**config.mk**
```make
export PLATFORM = sky130hd
export DESIGN_NAME = cg_idle_ctrl_flat
export DESIGN_NICKNAME = d
export VERILOG_FILES = /design/src/rtl/cg_ctrl_pkg.sv /design/src/rtl/cg_idle_ctrl_if.sv /design/src/rtl/cg_sat_counter.sv /design/src/rtl/cg_idle_ctrl.sv /design/src/flat_wrapper.sv
export SDC_FILE = /design/constraint.sdc
export NUM_CORES = 1
export LEC_CHECK = 0
export ABC_AREA = 0
export BUFFER_PORTS_ARGS = -buffer_cell sky130_fd_sc_hd__buf_2
export CAP_MARGIN = 10
export CORE_AREA = 10 10 62 64
export DETAILED_ROUTE_END_ITERATION = 16
export DIE_AREA = 0 0 72 74
export GPL_TIMING_DRIVEN = 0
export PLACE_DENSITY = 0.75
export SLEW_MARGIN = 40
export SYNTH_ARGS = -nofsm -noshare
export SYNTH_HDL_FRONTEND = slang
export SYNTH_HIERARCHICAL = 1
export SYNTH_SLANG_ARGS = --single-unit
```
**constraint.sdc**
```tcl
create_clock -name clk_i -period 3.3 [get_ports clk_i]
set_input_delay 0.165 -clock clk_i [delete_from_list [all_inputs] [get_ports clk_i]]
set_output_delay 0.165 -clock clk_i [all_outputs]
set_load 0.01 [all_outputs]
```
**src/rtl/cg_ctrl_pkg.sv**
```systemverilog
// Shared types and defaults for the idle clock-gate controller.
// The FSM state enum and the event-counter width live here so the top and the bench agree on them.
package cg_ctrl_pkg;

  typedef enum logic [1:0] {
    RUN   = 2'd0,
    DRAIN = 2'd1,
    GATED = 2'd2,
    WAKE  = 2'd3
  } cg_state_e;

  localparam int IDLE_CYCLES_DEFAULT = 16;
  localparam int WAKE_CYCLES_DEFAULT = 2;
  localparam int EVENT_W             = 16;

  function automatic int max_int(input int a, input int b);
    return (a > b) ? a : b;
  endfunction

endpackage

```
**src/rtl/cg_idle_ctrl_if.sv**
```systemverilog
// Handshake bundle between a gated unit's manager and the idle clock-gate controller.
// Signal names keep the controller-side direction suffixes so both ends read the same.
interface cg_idle_ctrl_if;
  import cg_ctrl_pkg::*;

  logic               busy_i;
  logic               wake_req_i;
  logic               force_on_i;
  logic               enable_o;
  logic               wake_ack_o;
  logic               gated_o;
  logic [EVENT_W-1:0] gate_events_o;

  // Requester side: drives work/wake/override, observes the gate status.
  modport master (
    output busy_i,
    output wake_req_i,
    output force_on_i,
    input  enable_o,
    input  wake_ack_o,
    input  gated_o,
    input  gate_events_o
  );

  // Controller side.
  modport slave (
    input  busy_i,
    input  wake_req_i,
    input  force_on_i,
    output enable_o,
    output wake_ack_o,
    output gated_o,
    output gate_events_o
  );

endinterface

```
**src/rtl/cg_sat_counter.sv**
```systemverilog
// Saturating event counter: counts inc_i pulses and sticks at all-ones.
module cg_sat_counter
  import cg_ctrl_pkg::*;
#(
  parameter int Width = EVENT_W
) (
  input  logic             clk_i,
  input  logic             rst_ni,
  input  logic             inc_i,
  output logic [Width-1:0] count_o
);

  logic [Width-1:0] count_reg;
  logic [Width-1:0] count_next;

  always_comb begin
    count_next = count_reg;
    if (inc_i && (count_reg != {Width{1'b1}})) begin
      count_next = count_reg + Width'(1);
    end
  end

  always_ff @(posedge clk_i or negedge rst_ni) begin
    if (!rst_ni) begin
      count_reg <= '0;
    end else begin
      count_reg <= count_next;
    end
  end

  assign count_o = count_reg;

endmodule

```
**src/rtl/cg_idle_ctrl.sv**
```systemverilog
// Idle-driven clock-gate controller: gates after IdleCycles idle cycles, reopens on work/wake,
// and holds the enable high for WakeCycles before declaring the unit running again.
module cg_idle_ctrl
  import cg_ctrl_pkg::*;
#(
  parameter int IdleCycles = IDLE_CYCLES_DEFAULT,
  parameter int WakeCycles = WAKE_CYCLES_DEFAULT
) (
  input logic           clk_i,
  input logic           rst_ni,
  cg_idle_ctrl_if.slave cg
);

  localparam int              CntW     = $clog2(max_int(IdleCycles, WakeCycles) + 1);
  localparam logic [CntW-1:0] IdleLast = CntW'(IdleCycles - 1);
  localparam logic [CntW-1:0] WakeLast = CntW'(WakeCycles - 1);

  cg_state_e          state_reg;
  cg_state_e          state_next;
  logic [CntW-1:0]    cnt_reg;
  logic [CntW-1:0]    cnt_next;
  logic               enable_reg;
  logic               enable_next;
  logic               wake_ack_reg;
  logic               wake_ack_next;
  logic               idle;
  logic               gate_entry;
  logic [EVENT_W-1:0] gate_events;

  // force_on_i folds into idle, so an overridden unit can never reach GATED.
  assign idle = !cg.busy_i && !cg.wake_req_i && !cg.force_on_i;

  always_comb begin
    state_next    = state_reg;
    cnt_next      = cnt_reg;
    gate_entry    = 1'b0;

    unique case (state_reg)
      RUN: begin
        if (idle) begin
          state_next = DRAIN;
          cnt_next   = CntW'(1);
        end else begin
          cnt_next   = '0;
        end
      end
      DRAIN: begin
        if (!idle) begin
          state_next = RUN;
          cnt_next   = '0;
        end else if (cnt_reg == IdleLast) begin
          state_next = GATED;
          gate_entry = 1'b1;
        end else begin
          cnt_next   = cnt_reg + CntW'(1);
        end
      end
      GATED: begin
        if (!idle) begin
          state_next = WAKE;
          cnt_next   = '0;
        end
      end
      WAKE: begin
        // Deliberately ignores idle: once reopened, the clock runs a full wake window.
        if (cnt_reg == WakeLast) begin
          state_next = RUN;
          cnt_next   = '0;
        end else begin
          cnt_next   = cnt_reg + CntW'(1);
        end
      end
      default: begin
        state_next = RUN;
        cnt_next   = '0;
      end
    endcase

    enable_next   = (state_next != GATED);
    wake_ack_next = (state_reg == RUN) && cg.wake_req_i && !wake_ack_reg;
  end

  // Reset value of enable_reg is 1 so an asserted reset reopens the clock without a low glitch.
  always_ff @(posedge clk_i or negedge rst_ni) begin
    if (!rst_ni) begin
      state_reg    <= RUN;
      cnt_reg      <= '0;
      enable_reg   <= 1'b1;
      wake_ack_reg <= 1'b0;
    end else begin
      state_reg    <= state_next;
      cnt_reg      <= cnt_next;
      enable_reg   <= enable_next;
      wake_ack_reg <= wake_ack_next;
    end
  end

  cg_sat_counter #(
    .Width (EVENT_W)
  ) u_gate_events (
    .clk_i   (clk_i),
    .rst_ni  (rst_ni),
    .inc_i   (gate_entry),
    .count_o (gate_events)
  );

  assign cg.enable_o      = enable_reg;
  assign cg.wake_ack_o    = wake_ack_reg;
  assign cg.gated_o       = (state_reg == GATED);
  assign cg.gate_events_o = gate_events;

endmodule
```
**src/flat_wrapper.sv**
```systemverilog
// flat-port wrapper written by rule: the top's interface ports become plain ports
module cg_idle_ctrl_flat import cg_ctrl_pkg::*;
#(
  parameter int IdleCycles = IDLE_CYCLES_DEFAULT,
  parameter int WakeCycles = WAKE_CYCLES_DEFAULT
)
  (clk_i, rst_ni, cg_busy_i, cg_wake_req_i, cg_force_on_i, cg_enable_o, cg_wake_ack_o, cg_gated_o, cg_gate_events_o);
  cg_idle_ctrl_if cg_i ();
  input logic clk_i;
  input logic rst_ni;
  input wire logic [$bits(cg_i.busy_i)-1:0] cg_busy_i;
  input wire logic [$bits(cg_i.wake_req_i)-1:0] cg_wake_req_i;
  input wire logic [$bits(cg_i.force_on_i)-1:0] cg_force_on_i;
  output wire logic [$bits(cg_i.enable_o)-1:0] cg_enable_o;
  output wire logic [$bits(cg_i.wake_ack_o)-1:0] cg_wake_ack_o;
  output wire logic [$bits(cg_i.gated_o)-1:0] cg_gated_o;
  output wire logic [$bits(cg_i.gate_events_o)-1:0] cg_gate_events_o;
  assign cg_i.busy_i = cg_busy_i;
  assign cg_i.wake_req_i = cg_wake_req_i;
  assign cg_i.force_on_i = cg_force_on_i;
  assign cg_enable_o = cg_i.enable_o;
  assign cg_wake_ack_o = cg_i.wake_ack_o;
  assign cg_gated_o = cg_i.gated_o;
  assign cg_gate_events_o = cg_i.gate_events_o;
  cg_idle_ctrl #(.IdleCycles(IdleCycles), .WakeCycles(WakeCycles)) u_core (.clk_i(clk_i), .rst_ni(rst_ni), .cg(cg_i));
endmodule
```
==> Word-level counts from Yosys, hierarchy flattened <==
Cells that the tools add are included.
{ "totals": {"register_bits": 25, "mem_bits_rw": 0, "latchBits": 0, "mem_count": 0, "mem_bits_ro": 0, "out_inout_bits": 19, "input_bits": 5, "word_cells": 42} }
{ "op_classes": {"bitwise_logic": 0, "order_cmp": 0, "n_reduce_logical": 11, "shifts": 0, "div": 0, "n_mux": 15, "mul": 0, "n_addsub": 2, "n_eq_ne": 9} }
{ "ops": {"columns": ["cell", "count"], "rows": [
  ["2-to-1 mux 5 bit", 4],
  ["case mux 5 bit (4 select lines)", 1],
  ["adder 16 x 1 -> 16 bit (second input constant)", 1],
  ["!= test 16 bit (second input constant)", 1],
  ["2-to-1 mux 2 bit", 5],
  ["case mux 2 bit (4 select lines)", 1],
  ["adder 5 x 1 -> 5 bit (second input constant)", 1],
  ["equality test 5 x 1 -> 1 bit (second input constant)", 1],
  ["equality test 5 x 4 -> 1 bit (second input constant)", 1],
  ["logical AND 1 bit", 5],
  ["equality test 2 bit (second input constant)", 2],
  ["logical NOT 1 bit", 4],
  ["2-to-1 mux 1 bit", 4],
  ["!= test 2 bit (second input constant)", 2],
  ["!= test 3 bit (second input constant)", 1],
  ["equality test 2 x 1 -> 1 bit (second input constant)", 1],
  ["logical NOT 2 bit", 1],
  ["AND reduction 2 bit", 1]
]} }

==> Logic depth before layout (Yosys ltp) <==
{ "logic_depth": {"word_depth": 6, "ltp_mapped": 9, "depth_no_buf": 9} }

==> Hierarchy <==
Netlist, hierarchy kept.
{ "modules_own_cells": {"columns": ["module", "cells_per_inst", "n_inst", "area_per_inst_um2"], "rows": [
  ["cg_sat_counter", 72, 1, 859.6],
  ["cg_idle_ctrl", 54, 1, 530.5]
]} }

==> Worst setup path after synthesis <==
OpenSTA, ideal clock, no wires.
{ "synth_path": {"path_kind": "flip-flop to flip-flop", "startpoint": "reg u_core.cnt_reg[0]", "endpoint": "reg u_core.u_gate_events.count_reg[5] (netlist: u_core/u_gate_events/count_o[5])", "arrival_time_ps": 2290, "setup_slack_ps": 891, "synth_period_minus_slack_ps": 2409, "required_ps": 3181, "n_path_buf": 0, "path_stages_with_launch": 10, "path_cell_list": "dfrtp_1 > ha_1 > and3_1 > ha_1 > nand2_1 > nor3_1 > and3_1 > and4_2 > o211ai_1 > o21a_1"} }
{ "synth_via": {"elab_chain_len": 5} }
{ "synth_rtl": {"columns": ["item", "line_no", "source"], "rows": [
  ["start: declaration", "cg_idle_ctrl.sv:20", "logic [CntW-1:0] cnt_reg;"],
  ["start signal: assignment", "cg_idle_ctrl.sv:92", "cnt_reg <= cnt_next;"],
  ["equality test 5 x 4 -> 1 bit", "cg_idle_ctrl.sv:51", "end else if (cnt_reg == IdleLast) begin"],
  ["2-to-1 mux 1 bit", "cg_idle_ctrl.sv:51", null],
  ["2-to-1 mux 1 bit", "cg_idle_ctrl.sv:48", "if (!idle) begin"],
  ["2-to-1 mux 1 bit", "cg_idle_ctrl.sv:38", "unique case (state_reg)"],
  ["named net u_core.gate_entry", "cg_idle_ctrl.sv:27", "logic gate_entry;"],
  ["logical AND 1 bit", "cg_sat_counter.sv:18", "if (inc_i && (count_reg != {Width{1'b1}})) begin"],
  ["end signal: assignment", "cg_sat_counter.sv:27", "count_reg <= count_next;"],
  ["end: declaration", "cg_sat_counter.sv:13", "logic [Width-1:0] count_reg;"]
]} }
The timed path passes the listed nets, and every way through them passes these cells.
A chain may end at the register's enable or synchronous reset.

==> Worst setup path after layout <==
{ "layout_path": {"startpoint": "reg u_core.cnt_reg[0]", "endpoint": "reg u_core.u_gate_events.count_reg[7] (netlist: u_core/u_gate_events/count_o[7])"} }
The elaborated chain is that of the path after synthesis.

==> results.sh <==
export IMPL_status="finished, final reports clean"
export IMPL_cell_count_of_the_worst_hold_path=2
export IMPL_drt_iter0_drc=91
export IMPL_clockRootBuffer="sky130_fd_sc_hd__clkbuf_4"
export IMPL_final_count_of_pins_violating_max_slew=0
export IMPL_finalClockSkew_ps=10.1
export IMPL_largest_register_ffs=16
export IMPL_series_of_cell_instances_along_the_critical_path="ha_1 > and3_1 > ha_1 > nand2_1 > nor3_2 > and3_1 > and4_2 > a31oi_1 > a31oi_1"
export IMPL_fin_tns_setup_ps=0
export IMPL_drt_drc_violations_left=0
export IMPL_cts_tree="built"
export IMPL_power_density_nw_per_um2=304
export IMPL_netlist_area_um2=1390
export IMPL_ctsHtreeMaxLevel=1
export IMPL_synth_cells=126
export IMPL_globalRouteOverflowTotal=0
export IMPL_area_taken_by_flip_flops_and_latches_um2=627
export IMPL_reg2reg_depth=9
export IMPL_core_area_um2=2660
export IMPL_postCtsHoldBufs=1
export IMPL_worst_slew_margin_rel_pct=64.0
export IMPL_routabilityCongestion=0.879
export IMPL_synthArstFlopShare_pct=100
export IMPL_drive_gt1_share_pct=29.9
export IMPL_cp_slowest_stage_delay_ps=490
export IMPL_finish_instance_area_um2=1590
export IMPL_route_antenna_remaining_nets=0
export IMPL_worst_endpoint_arrival_ps=2840
export IMPL_grt_pass1_vias=1154
export IMPL_critPathKind="flip-flop to flip-flop"
export IMPL_numCtsBuffers=3
export IMPL_global_router_s_overall_resource_usage_pct=11.7
export IMPL_endpoint_kind="flip-flop"
export IMPL_finalCriticalPeriod_ps=2590
export IMPL_die_w_um=72
export IMPL_ys_seq_elements=25
export IMPL_wire_length_of_the_first_global_routing_pass_um=5150
export IMPL_library_cells_used_by_synthesis=44
export IMPL_holdCritPathClass="input port to flip-flop"
export IMPL_portBuffers=23
export IMPL_max_freq_ghz=0.387
export IMPL_routed_via_count=1130
export IMPL_fillerInstances=245
export IMPL_tightestPinTransition_ps=534
export IMPL_critPathRequiredTime_ps=3560
export IMPL_path_max_fanout=7
export IMPL_antenna_found_initial=0
export IMPL_start_kind="flip-flop"
export IMPL_leakagePower_nw=0.767
export IMPL_placement_cell_area_um2=1540
export IMPL_design_die_area_um2=5330
export IMPL_detail_route_wl_per_cell_um=16.1
export IMPL_antenna_diode_count=0
export IMPL_yosysWarningCount=6
export IMPL_vdd_ir_drop_max_uv=285
export IMPL_finish_net_count=164
export IMPL_syn2layout_area_growth_pct=14.1
export IMPL_cap_viol_max_count=0
export IMPL_multi_input_area_um2=734
export IMPL_clock_tree_buffer_depth=2
export IMPL_placement_rows=19
export IMPL_clk_pin_slew_worst_paths_ps=140
export IMPL_number_of_gates_given_a_new_drive_strength_after_cts=0
export IMPL_die_height_um=74
export IMPL_largest_net_degree_at_the_start_of_global_routing=26
export IMPL_slowest_stage="sky130_fd_sc_hd__dfrtp_1"
export IMPL_detail_route_vias_per_cell=6.11
export IMPL_cts_sinks=25
export IMPL_drt_pass1_iterations=6
export IMPL_post_synth_top_flop="sky130_fd_sc_hd__dfrtp_1"
export IMPL_setup_viol_count_final=0
export IMPL_syn_mean_instance_area_um2=11.0
export IMPL_post_place_cells=180
export IMPL_start_util_pct=52.2
export IMPL_final_cells=185
export IMPL_clk_latency_ps=330
export IMPL_finalWirelength_um=2970
export IMPL_synthesis_nets=135
export IMPL_ios=24
export IMPL_cts_repair_timing_setup_buffer_count=0
export IMPL_timing_final_hold_violations=0
export IMPL_synth_enable_flop_cells=0
export IMPL_hpwlAfterDp_um=2240
export IMPL_grt_setup_unrepaired="false"
export IMPL_synth_yosys_seq_area_share_pct=45.1
export IMPL_post_route_period_util_pct=78.4
[power by group]
| group | internal (mW) | switching, mW |
|---|---|---|
| clock | 0.0455 | 0.0921 |
| sequential | 0.310 | 0.00264 |
| combinational | 0.0128 | 0.0188 |
[layout make-up]
cell class                 instances  share of cell area, %
buffer                             2                   1.18
clock buffer                       3                   1.42
clock inverter                     1                  0.315
inverter                           4                  0.946
multi-input combinational         95                   46.3
sequential                        25                   39.5
tap                               31                   2.44
timing repair buffer              24                   7.89
[metrics by stage]
step | hold WS (ps) | util (%) | setup WS [ps] | power, mW
6_report | 108 | 59.6 | 713 | 0.482
4_1_cts | 96.1 | 59.4 | 442 | 0.489
2_1_floorplan | -131 | - | 891 | 0.335
3_3_place_gp | 179 | 58.0 | 558 | 0.348
3_5_place_dp | 192 | 58.0 | 473 | 0.350
5_1_grt | 101 | 59.6 | 492 | 0.503
[cell families after synthesis]
kind of cell,Yosys count,share of synthesized area [%]
compound gates,32,16.5
flops,25,45.1
simple gates,50,26.6
fa+ha+maj,4,3.60
xor+xnor,8,5.04
mux,1,0.810
buf+inv,6,2.43
[worst max-delay path: cells and delay by family (launching register included)]
| kind | cells | cell delay (ps) |
|---|---|---|
| simple gates | 5 | 1290 |
| flops | 1 | 490 |
| fa+ha+maj | 2 | 470 |
| compound gates | 2 | 260 |
[path summary, 6_finish.rpt]
path | start | end | slack (ps)
worst max-delay path | u_core/cnt_reg[0] | u_core/u_gate_events/count_o[7] | 710
worst min-delay path | cg_wake_req_i | u_core/cg.wake_ack_o | 110
worst max register to register | u_core/cnt_reg[0] | u_core/u_gate_events/count_o[7] | 710
worst min register to register | u_core/cg.wake_ack_o | u_core/cg.wake_ack_o | 430
max in group asynchronous | rst_ni | u_core/cg.enable_o | 2590
min in group asynchronous | rst_ni | u_core/cnt_reg[4] | 340
[synthesized netlist by cell type, types with 2 or more instances]
library cell               number  area share (%)
sky130_fd_sc_hd__a21o_1         2             1.1
sky130_fd_sc_hd__nand4_1        8             3.6
sky130_fd_sc_hd__nor4_4         2             3.1
sky130_fd_sc_hd__nor2_1         3            0.81
sky130_fd_sc_hd__nor3_1         2            0.72
sky130_fd_sc_hd__o211ai_1       2             1.1
sky130_fd_sc_hd__xor2_1         3             1.9
sky130_fd_sc_hd__dfrtp_1       24              43
sky130_fd_sc_hd__and3_1         3             1.4
sky130_fd_sc_hd__o21a_1         6             3.2
sky130_fd_sc_hd__a21oi_1        5             1.8
sky130_fd_sc_hd__inv_1          4             1.1
sky130_fd_sc_hd__nand2_1       10             2.7
sky130_fd_sc_hd__o22ai_1        3             1.4
sky130_fd_sc_hd__a31oi_1        4             1.8
sky130_fd_sc_hd__nand3_1        6             2.2
sky130_fd_sc_hd__o21ai_0        5             1.8
sky130_fd_sc_hd__ha_1           4             3.6
sky130_fd_sc_hd__xnor2_1        5             3.2
[placed cells by master (no fill, tap or decap), types with 2 or more instances in the layout]
cell type                   n
sky130_fd_sc_hd__and3_1     3
sky130_fd_sc_hd__o22ai_1    3
sky130_fd_sc_hd__a21o_1     2
sky130_fd_sc_hd__nor2_1     3
sky130_fd_sc_hd__buf_2     23
sky130_fd_sc_hd__xor2_1     3
sky130_fd_sc_hd__nor3_2     2
sky130_fd_sc_hd__a31oi_1    4
sky130_fd_sc_hd__o211ai_1   2
sky130_fd_sc_hd__nand4_1    8
sky130_fd_sc_hd__inv_1      4
sky130_fd_sc_hd__nand3_1    6
sky130_fd_sc_hd__o21a_1     6
sky130_fd_sc_hd__xnor2_1    5
sky130_fd_sc_hd__dfrtp_1   24
sky130_fd_sc_hd__a21oi_1    5
sky130_fd_sc_hd__ha_1       4
sky130_fd_sc_hd__nand2_1   10
sky130_fd_sc_hd__clkbuf_4   3
sky130_fd_sc_hd__nor4_4     2
sky130_fd_sc_hd__o21ai_0    5
[per-layer routing]
metal  up-vias  wire length, um  GRT usage [%]
met5         -                0              0
met4         0               66           5.81
met3         7              134           2.93
met2        29             1450           20.7
met1       550             1320           12.8
li1        544                -              -
No activity file was read; power rests on OpenSTA's default activity.
